===== config.mk =====
export PLATFORM = sky130hd
export DESIGN_NAME = alu_seq
export DESIGN_NICKNAME = d
export VERILOG_FILES = /design/src/rtl/alu_seq_pkg.sv /design/src/rtl/alu_seq_alu.sv /design/src/rtl/alu_seq.sv
export SDC_FILE = /design/constraint.sdc
export NUM_CORES = 1
export LEC_CHECK = 0
export ABC_AREA = 1
export BUFFER_PORTS_ARGS = -buffer_cell sky130_fd_sc_hd__buf_2
export CORE_ASPECT_RATIO = 0.5
export CORE_MARGIN = 4
export CORE_UTILIZATION = 60
export DETAILED_ROUTE_END_ITERATION = 8
export GPL_TIMING_DRIVEN = 0
export PLACE_DENSITY = 0.79
export SKIP_LAST_GASP = 1
export SLEW_MARGIN = 10
export SYNTH_ARGS = -nofsm -noshare
export SYNTH_HDL_FRONTEND = slang
export SYNTH_HIERARCHICAL = 1
export SYNTH_SLANG_ARGS = --single-unit

===== constraint.sdc =====
create_clock -name clk -period 6.29 [get_ports clk]
set_input_delay 1.258 -clock clk [delete_from_list [all_inputs] [get_ports clk]]
set_output_delay 1.258 -clock clk [all_outputs]
set_load 0.02 [all_outputs]

===== src/rtl/alu_seq_pkg.sv =====
// Shared constants for the ALU command sequencer: command codes, ALU opcodes
// and the sequencer state encoding.
package alu_seq_pkg;

  localparam logic [2:0] CMD_ADD = 3'b000;
  localparam logic [2:0] CMD_SUB = 3'b001;
  localparam logic [2:0] CMD_NEG = 3'b010;
  localparam logic [2:0] CMD_AND = 3'b011;
  localparam logic [2:0] CMD_OR  = 3'b100;
  localparam logic [2:0] CMD_NOT = 3'b101;
  localparam logic [2:0] CMD_ABS = 3'b110;
  localparam logic [2:0] CMD_MUL = 3'b111;

  localparam logic [2:0] OPC_ADDC = 3'b000;
  localparam logic [2:0] OPC_INC  = 3'b010;
  localparam logic [2:0] OPC_AND  = 3'b100;
  localparam logic [2:0] OPC_OR   = 3'b101;
  localparam logic [2:0] OPC_NOTM = 3'b110;

  typedef enum logic [2:0] {
    S_IDLE    = 3'd0,
    S_STEP1   = 3'd1,
    S_STEP2   = 3'd2,
    S_MUL_ADD = 3'd3,
    S_MUL_DBL = 3'd4,
    S_FIN     = 3'd5
  } state_e;

endpackage


===== src/rtl/alu_seq_alu.sv =====
// Single-cycle combinational ALU issued one micro-operation per clock by
// the sequencer. Opcodes outside the used set return zero.
module alu_seq_alu
  import alu_seq_pkg::*;
#(
  parameter int DATA_W = 16
) (
  input  logic [DATA_W-1:0] in_m,
  input  logic [DATA_W-1:0] in_n,
  input  logic              in_c,
  input  logic [2:0]        opc,
  output logic [DATA_W-1:0] res
);

  logic [DATA_W-1:0] carry_ext;

  assign carry_ext = {{(DATA_W-1){1'b0}}, in_c};

  always_comb begin
    res = '0;
    case (opc)
      OPC_ADDC: res = in_m + in_n + carry_ext;
      OPC_INC:  res = in_m + {{(DATA_W-1){1'b0}}, 1'b1};
      OPC_AND:  res = in_m & in_n;
      OPC_OR:   res = in_m | in_n;
      OPC_NOTM: res = ~in_m;
      default:  res = '0;
    endcase
  end

endmodule


===== src/rtl/alu_seq.sv =====
// Multi-cycle command sequencer: breaks each accepted command into one ALU
// micro-op per clock and publishes a registered result with a done pulse.
module alu_seq
  import alu_seq_pkg::*;
#(
  parameter int MUL_BITS = 16
) (
  input  logic        clk,
  input  logic        rst_n,
  input  logic        start,
  input  logic [2:0]  cmd,
  input  logic [15:0] opA,
  input  logic [15:0] opB,
  output logic        busy,
  output logic        done,
  output logic [15:0] result,
  output logic        zer,
  output logic        neg
);

  localparam int DATA_W = 16;
  localparam int CNT_W  = 5;
  localparam logic [CNT_W-1:0] MUL_LAST = CNT_W'(MUL_BITS);

  if (MUL_BITS < 1 || MUL_BITS > 16) begin : g_bad_mul_bits
    $error("alu_seq: MUL_BITS must be in 1..16");
  end

  state_e            state_q, state_d;
  logic [2:0]        cmd_q, cmd_d;
  logic [DATA_W-1:0] a_q, a_d;
  logic [DATA_W-1:0] b_q, b_d;
  logic [DATA_W-1:0] t_q, t_d;
  logic [DATA_W-1:0] acc_q, acc_d;
  logic [DATA_W-1:0] mcand_q, mcand_d;
  logic [DATA_W-1:0] mplier_q, mplier_d;
  logic [CNT_W-1:0]  cnt_q, cnt_d;
  logic [DATA_W-1:0] result_q, result_d;
  logic              zer_q, zer_d;
  logic              neg_q, neg_d;

  logic [DATA_W-1:0] alu_m, alu_n, alu_out;
  logic              alu_c;
  logic [2:0]        alu_opc;
  logic              wr_res;
  logic [DATA_W-1:0] res_val;

  alu_seq_alu #(
    .DATA_W (DATA_W)
  ) u_alu (
    .in_m (alu_m),
    .in_n (alu_n),
    .in_c (alu_c),
    .opc  (alu_opc),
    .res  (alu_out)
  );

  always_comb begin
    state_d  = state_q;
    cmd_d    = cmd_q;
    a_d      = a_q;
    b_d      = b_q;
    t_d      = t_q;
    acc_d    = acc_q;
    mcand_d  = mcand_q;
    mplier_d = mplier_q;
    cnt_d    = cnt_q;
    alu_m    = a_q;
    alu_n    = b_q;
    alu_c    = 1'b0;
    alu_opc  = OPC_ADDC;
    wr_res   = 1'b0;
    res_val  = alu_out;

    case (state_q)
      // FIN behaves like IDLE so a start in the done cycle is accepted
      S_IDLE, S_FIN: begin
        state_d = S_IDLE;
        if (start) begin
          cmd_d = cmd;
          a_d   = opA;
          b_d   = opB;
          if (cmd == CMD_MUL) begin
            acc_d    = '0;
            mcand_d  = opA;
            mplier_d = opB;
            cnt_d    = '0;
            state_d  = opB[0] ? S_MUL_ADD : S_MUL_DBL;
          end else begin
            state_d = S_STEP1;
          end
        end
      end

      S_STEP1: begin
        case (cmd_q)
          CMD_ADD: wr_res = 1'b1;
          CMD_SUB: begin
            alu_m   = b_q;
            alu_opc = OPC_NOTM;
            t_d     = alu_out;
            state_d = S_STEP2;
          end
          CMD_NEG: begin
            alu_opc = OPC_NOTM;
            t_d     = alu_out;
            state_d = S_STEP2;
          end
          CMD_AND: begin
            alu_opc = OPC_AND;
            wr_res  = 1'b1;
          end
          CMD_OR: begin
            alu_opc = OPC_OR;
            wr_res  = 1'b1;
          end
          CMD_NOT: begin
            alu_opc = OPC_NOTM;
            wr_res  = 1'b1;
          end
          CMD_ABS: begin
            if (a_q[DATA_W-1]) begin
              alu_opc = OPC_NOTM;
              t_d     = alu_out;
              state_d = S_STEP2;
            end else begin
              alu_n  = '0;
              wr_res = 1'b1;
            end
          end
          default: state_d = S_IDLE;
        endcase
        if (wr_res) state_d = S_FIN;
      end

      // SUB adds A + ~B + 1; NEG and negative ABS increment ~A
      S_STEP2: begin
        if (cmd_q == CMD_SUB) begin
          alu_n = t_q;
          alu_c = 1'b1;
        end else begin
          alu_m   = t_q;
          alu_opc = OPC_INC;
        end
        wr_res  = 1'b1;
        state_d = S_FIN;
      end

      S_MUL_ADD: begin
        alu_m   = acc_q;
        alu_n   = mcand_q;
        acc_d   = alu_out;
        state_d = S_MUL_DBL;
      end

      S_MUL_DBL: begin
        alu_m    = mcand_q;
        alu_n    = mcand_q;
        mcand_d  = alu_out;
        mplier_d = mplier_q >> 1;
        cnt_d    = cnt_q + CNT_W'(1);
        if (cnt_d == MUL_LAST) begin
          wr_res  = 1'b1;
          res_val = acc_q;
          state_d = S_FIN;
        end else begin
          state_d = mplier_q[1] ? S_MUL_ADD : S_MUL_DBL;
        end
      end

      default: state_d = S_IDLE;
    endcase

    result_d = wr_res ? res_val : result_q;
    zer_d    = wr_res ? (res_val == '0) : zer_q;
    neg_d    = wr_res ? res_val[DATA_W-1] : neg_q;
  end

  always_ff @(posedge clk) begin
    if (!rst_n) begin
      state_q  <= S_IDLE;
      cnt_q    <= '0;
      result_q <= '0;
      zer_q    <= 1'b1;
      neg_q    <= 1'b0;
    end else begin
      state_q  <= state_d;
      cnt_q    <= cnt_d;
      result_q <= result_d;
      zer_q    <= zer_d;
      neg_q    <= neg_d;
    end
  end

  // Operand and scratch registers are only read after being loaded
  always_ff @(posedge clk) begin
    cmd_q    <= cmd_d;
    a_q      <= a_d;
    b_q      <= b_d;
    t_q      <= t_d;
    acc_q    <= acc_d;
    mcand_q  <= mcand_d;
    mplier_q <= mplier_d;
  end

  assign busy   = (state_q == S_STEP1) || (state_q == S_STEP2) ||
                  (state_q == S_MUL_ADD) || (state_q == S_MUL_DBL);
  assign done   = (state_q == S_FIN);
  assign result = result_q;
  assign zer    = zer_q;
  assign neg    = neg_q;

endmodule


# Yosys cells after proc, flatten, opt, wreduce, memory -nomap -nowiden
# Index checks and enable logic that the tools add are counted.
[totals]
register_bits = 125
inputBits = 38
elab_cells = 105
[op_classes]
add_sub_neg = 4
n_eq_ne = 22
muxes = 44
bitwise_logic = 3
reduce_logical = 20
[ops]
columns = ["operator", "count"]
rows = [
  ["$mux W16", 14],
  ["$pmux W16 S2", 4],
  ["$pmux W16 S5", 1],
  ["$pmux W16 S4", 1],
  ["$pmux W16 S3", 1],
  ["$eq A3 B3 Y1 const B", 9],
  ["$mux W3", 8],
  ["$add A16 B1 Y16", 1],
  ["$add A16 B1 Y16 const B", 1],
  ["$add A16 B16 Y16", 1],
  ["$and A16 B16 Y16", 1],
  ["$logic_not A16 Y1", 1],
  ["$not A16 Y16", 1],
  ["$or A16 B16 Y16", 1],
  ["$eq A3 B2 Y1 const B", 5],
  ["$pmux W3 S5", 1],
  ["$pmux W3 S4", 1],
  ["$mux W5", 2],
  ["$pmux W5 S2", 1],
  ["$logic_not A3 Y1", 3],
  ["$pmux W3 S3", 1],
  ["$reduce_and A3 Y1", 3],
  ["$eq A3 B1 Y1 const B", 2],
  ["$ne A2 B2 Y1 const B", 3],
  ["other kinds (15)", 26],
]

# Longest topological paths before layout
[depth]
word_depth = 9
ltp_mapped = 29
ltp_nobuf = 28

# Modules after synthesis
# The synthesis kept the hierarchy.
[by_module_without_submodules]
columns = ["mod", "n_inst", "cells_per_inst", "area_per_inst_um2", "seq_area_each_um2"]
rows = [
  ["alu_seq", 1, 637, 5831.8, 3443.3],
  ["alu_seq_alu", 1, 403, 2038.2, 0.0],
]

# Worst setup path before layout
# OpenSTA, ideal clock, no wires.
[synth_timing]
path_type = "input -> register"
start = "in cmd[2]"
end = "reg cnt_q[2]"
t_arrival_ns = 3.695
path_slack_ns = 2.477
path_stages = 7
n_path_buf = 0
cell_sequence = "nand3_1 > nor2_1 > inv_1 > a21oi_1 > inv_1 > a22oi_1 > nor2_1"
[synth_via]
elab_chain_cells = 3
[synth_rtl]
columns = ["item", "line_no", "rtl"]
rows = [
  ["start, declared", "alu_seq.sv:11", "input logic [2:0] cmd,"],
  ["$eq A3 B3 Y1", "alu_seq.sv:83", "if (cmd == CMD_MUL) begin"],
  ["$ne A2 B2 Y1 (no source line)", "n/a", ""],
  ["$reduce_and A3 Y1 (no source line)", "n/a", ""],
  ["end signal, assigned", "alu_seq.sv:188", "cnt_q <= cnt_d;"],
  ["end, declared", "alu_seq.sv:37", "logic [CNT_W-1:0] cnt_q, cnt_d;"],
]
# No other way between the ends.
# A chain may end at the register's enable or synchronous reset.

# Worst setup path in the final report
[layout_timing]
start = "reg state_q[0]"
end = "reg zer_q (netlist: zer)"
[layout_lines]
columns = ["item", "line_no", "rtl"]
rows = [
  ["start, declared", "alu_seq.sv:29", "state_e state_q, state_d;"],
  ["start signal, assigned", "alu_seq.sv:187", "state_q <= state_d;"],
  ["$eq A3 B3 Y1, or another cell as far along", "alu_seq.sv:75", "case (state_q)"],
  ["$pmux W16 S4 *", "alu_seq.sv:75", ""],
  ["via alu_m[0]", "alu_seq.sv:42", "logic [DATA_W-1:0] alu_m, alu_n, alu_out;"],
  ["$add A16 B16 Y16", "alu_seq_alu.sv:22", "OPC_ADDC: res = in_m + in_n + carry_ext;"],
  ["$add A16 B1 Y16", "alu_seq_alu.sv:22", ""],
  ["$pmux W16 S5 *", "alu_seq_alu.sv:21", "case (opc)"],
  ["via alu_out[8]", "alu_seq.sv:42", ""],
  ["$mux W16", "alu_seq.sv:162", "if (cnt_d == MUL_LAST) begin"],
  ["$mux W16 *", "alu_seq.sv:75", ""],
  ["$logic_not A16 Y1 *", "alu_seq.sv:175", "zer_d = wr_res ? (res_val == '0) : zer_q;"],
  ["end signal, assigned", "alu_seq.sv:190", "zer_q <= zer_d;"],
  ["end, declared", "alu_seq.sv:39", "logic zer_q, zer_d;"],
]
# The timed path passes the listed nets; every way through them passes the cells marked *.

==> flow_metrics.env <==
export IMPL_antenna_found_initial=1
export IMPL_fin_crit_sh_pct=78.2
export IMPL_grt_pass1_wl_mm=38.8
export IMPL_path_class="reg2reg"
export IMPL_core_area_um2=12700
export IMPL_fin_skew_ps=8.94
export IMPL_cts_resized=0
export IMPL_fin_area_um2=9070
export IMPL_leakage_uw=0.00421
export IMPL_track_usage_pct=34.2
export IMPL_p_int_uw=2610
export IMPL_synth_top_cell_by_area="edfxtp_1"
export IMPL_status="completed"
export IMPL_wirelength_mm=25.4
export IMPL_cts_buffer_depth=2
export IMPL_vias_per_cell=5.97
export IMPL_portBuffers=57
export IMPL_cts_setup_buffers=0
export IMPL_die_w_um=170
export IMPL_ys_seq_area_share_pct=43.8
export IMPL_layout_setup_ws_ps=1370
export IMPL_netlist_instances=1040
export IMPL_antennaDiodeCount=0
export IMPL_max_freq_mhz=203
export IMPL_holdBufCountCts=0
export IMPL_async_flop_share_pct=0
export IMPL_end_kind="register"
export IMPL_min_path_type="reg2reg"
export IMPL_synth_edf_count=98
export IMPL_cp_start_kind="register"
export IMPL_die_area_um2=15100
export IMPL_chipHeight_um=89.0
export IMPL_dp_cells=1270
export IMPL_utilization_pct=71.2
export IMPL_slowest_stage="o21ai_0"
export IMPL_final_net_count=1193
export IMPL_synth_seq_cells=123
export IMPL_h_tree_depth=4
export IMPL_slew_headroom_pct=38.5
export IMPL_critPathMaxFanout=10
export IMPL_drcViolationCount=0
export IMPL_cts_made_buffers=17
export IMPL_setup_violations=0
export IMPL_drtIter0Drc=1309
export IMPL_clock_tree_root_cell="clkbuf_16"
export IMPL_finalSetupTns_ps=0
export IMPL_power_density_nw_per_um2=581
export IMPL_post_dp_cell_area_um2=8460
export IMPL_overflow=0
export IMPL_num_rows=29
export IMPL_required_ps=6600
export IMPL_hold_viol=0
export IMPL_syn_nets=1114
export IMPL_power_share_clock_pct=19.4
export IMPL_cp_common_cell="nand2_1"
export IMPL_ant_nets=0
export IMPL_dpl_hpwl_mm=19.0
export IMPL_gp_congestion=0.949
export IMPL_synth_area_um2=7870
export IMPL_clk_pin_slew_ps=60
export IMPL_drt_wirelength_per_cell_um=19.5
export IMPL_maxCapViolCount=0
export IMPL_grt_pass1_vias=6930
export IMPL_crit_arrival_ps=5230
export IMPL_pin_count=58
export IMPL_ys_warn_count=6
export IMPL_drtPass1Iterations=6
export IMPL_cts_sinks=123
export IMPL_drive_gt1_share_pct=12.3
export IMPL_tightest_slew_ps=913
export IMPL_irDropWorstVdd_mv=0.389
export IMPL_clock_latency_ps=420
export IMPL_switching_share_pct=50.5
export IMPL_synth_top_area_share_pct=37.4
export IMPL_seqPwrFrac_pct=23.1
export IMPL_yosysUniqueCellTypes=40
export IMPL_vias=7770
export IMPL_drv_slew=0
export IMPL_stdcell_count=1302
export IMPL_p_comb_share_pct=57.5
export IMPL_fillers=1012
export IMPL_cts_tree="built"
export IMPL_ys_top_cells_by_area="edfxtp_1, nand2_1, inv_1"
export IMPL_path_cells="nand2_1 > nor2_1 > clkinv_1 > clkbuf_1 > a21oi_1 > o21ai_0 > nand3_1 > fa_1 > inv_1 > fa_1 > inv_1 > nand3_1 > nand3_1 > nand2_1 > nand3_1 > nor2_1 > o21ai_0 > nand2_1 > nand2_1 > nor2_1 > nand2_1 > nor2_1 > nand3_1 > nand2_1"
export IMPL_pre_cts_ws_ps=1680
export IMPL_period_minus_slack_ps=4920
export IMPL_critPathMaxStageDelay_ps=730
export IMPL_start_util_pct=61.8
export IMPL_p_switching_uw=2660
export IMPL_dominantRegCellSynth="edfxtp_1"
export IMPL_syn2layout_area_growth_pct=15.3
export IMPL_grt_start_max_net_pins=21
export IMPL_rsz0062_at_grt="false"
export IMPL_synth_avg_cell_area_um2=7.57
## placed cells by master (no fill, tap or decap), types with 4 or more instances in the layout
master	Yosys	layout
a211oi_1	5	5
a21oi_1	61	58
a21oi_2	3	5
a22o_1	7	7
a22oi_1	4	4
a31oi_1	5	5
buf_2	10	67
clkbuf_1	16	17
clkbuf_16	0	17
clkinv_4	0	4
dfxtp_1	25	25
edfxtp_1	98	98
ha_1	34	34
inv_1	142	142
inv_2	8	8
inv_6	0	5
nand2_1	318	318
nand3_1	58	58
nand4_1	9	9
nor2_1	99	98
nor2_2	4	4
nor3_1	9	9
o2111ai_1	4	4
o211ai_1	19	19
o21ai_0	58	58
o221ai_1	5	5
o22ai_1	8	8
or2_2	5	5
## final cells by class
cell class	count	area (um^2)	area share, %
Clock buffer	18	429	4.73
Inverter	152	571	6.29
Buffer	33	174	1.92
Sequential cell	123	3440	37.9
Clock inverter	14	184	2.03
Multi-Input combinational cell	732	3710	40.9
Timing Repair Buffer	60	352	3.87
Tap cell	170	213	2.34
## per-layer routing
metal / routed length (um) / GRT usage [%] / up-vias
li1: - / - / 3595
met5: 13 / 0 / -
met4: 306 / 5.72 / 2
met1: 10600 / 46.9 / 3625
met2: 10800 / 53.1 / 506
met3: 3630 / 13.2 / 42
## registers in the layout, summed over array words and instances, names as in the netlist
register / flops
a_q: 16
acc_q: 16
b_q: 16
mcand_q: 16
result: 16
t_q: 16
mplier_q: 15
cnt_q: 5
cmd_q: 3
state_q: 3
zer: 1
## cell usage after synthesis, types with 2 or more instances
cell and n:
nand2_2 3, buf_4 3, nor2_1 99, nand4_1 9, or2_2 5, fa_1 2, o22ai_1 8, nand2_1 318
o21ai_0 58, a22o_1 7, a21oi_2 3, inv_2 8, o211ai_1 19, nand3_4 2, edfxtp_1 98, clkinv_1 2
a31oi_1 5, nand3_1 58, dfxtp_1 25, a211oi_1 5, inv_1 142, ha_1 34, a22oi_1 4, buf_6 2
a21oi_1 61, clkbuf_1 16, buf_2 10, nand3b_1 2, o2111ai_1 4, a21boi_0 2, nor2_2 4, o221ai_1 5
nor2_4 2, nor3_1 9
## worst max-delay path: cells and delay by family, from the launching register on
kind,cells,cell delay (ps)
adder cells (fa/ha/maj),2,650
AO/OA/AOI/OAI,3,1040
flip-flops,1,380
buffers and inverters,4,1000
AND/OR/NAND/NOR,15,1720
## path summary, 6_finish.rpt
| check | from | to | slack [ps] | depth (start not counted) |
|---|---|---|---|---|
| hold / removal | result[11] | result[11] | 480 | 2 |
| setup reg to reg | state_q[0] | zer | 1370 | 24 |
| setup / recovery | state_q[0] | zer | 1370 | 24 |
| hold reg to reg | result[11] | result[11] | 480 | 2 |
## stage by stage
stage / hold WS, ps / power (uW)
2_1_floorplan: 455 / 3160
3_3_place_gp: 466 / 4010
3_5_place_dp: 469 / 4090
4_1_cts: 483 / 5130
5_1_grt: 500 / 5610
6_report: 475 / 5270
## power groups by stage
stage / sequential, uW / combinational [uW] / clock, uW
final: 1220 / 3030 / 1020
after global routing: 1230 / 3320 / 1060
after CTS: 1210 / 2900 / 1020
after detailed placement: 1220 / 2870 / 0
after global placement: 1230 / 2780 / 0
after floorplan: 1250 / 1900 / 0
## kinds of logic (layout without fill, tap and decap cells)
kind of cell	count (synthesis)	after routing	synth area share, %
AOI/OAI and AO/OA	183	183	13.8
adders and majority gates	36	36	5.91
buffers and inverters	185	277	9.46
DFF	123	123	43.8
and+or+nand+nor	513	513	27.1
Power figures use the tool's default switching activity.
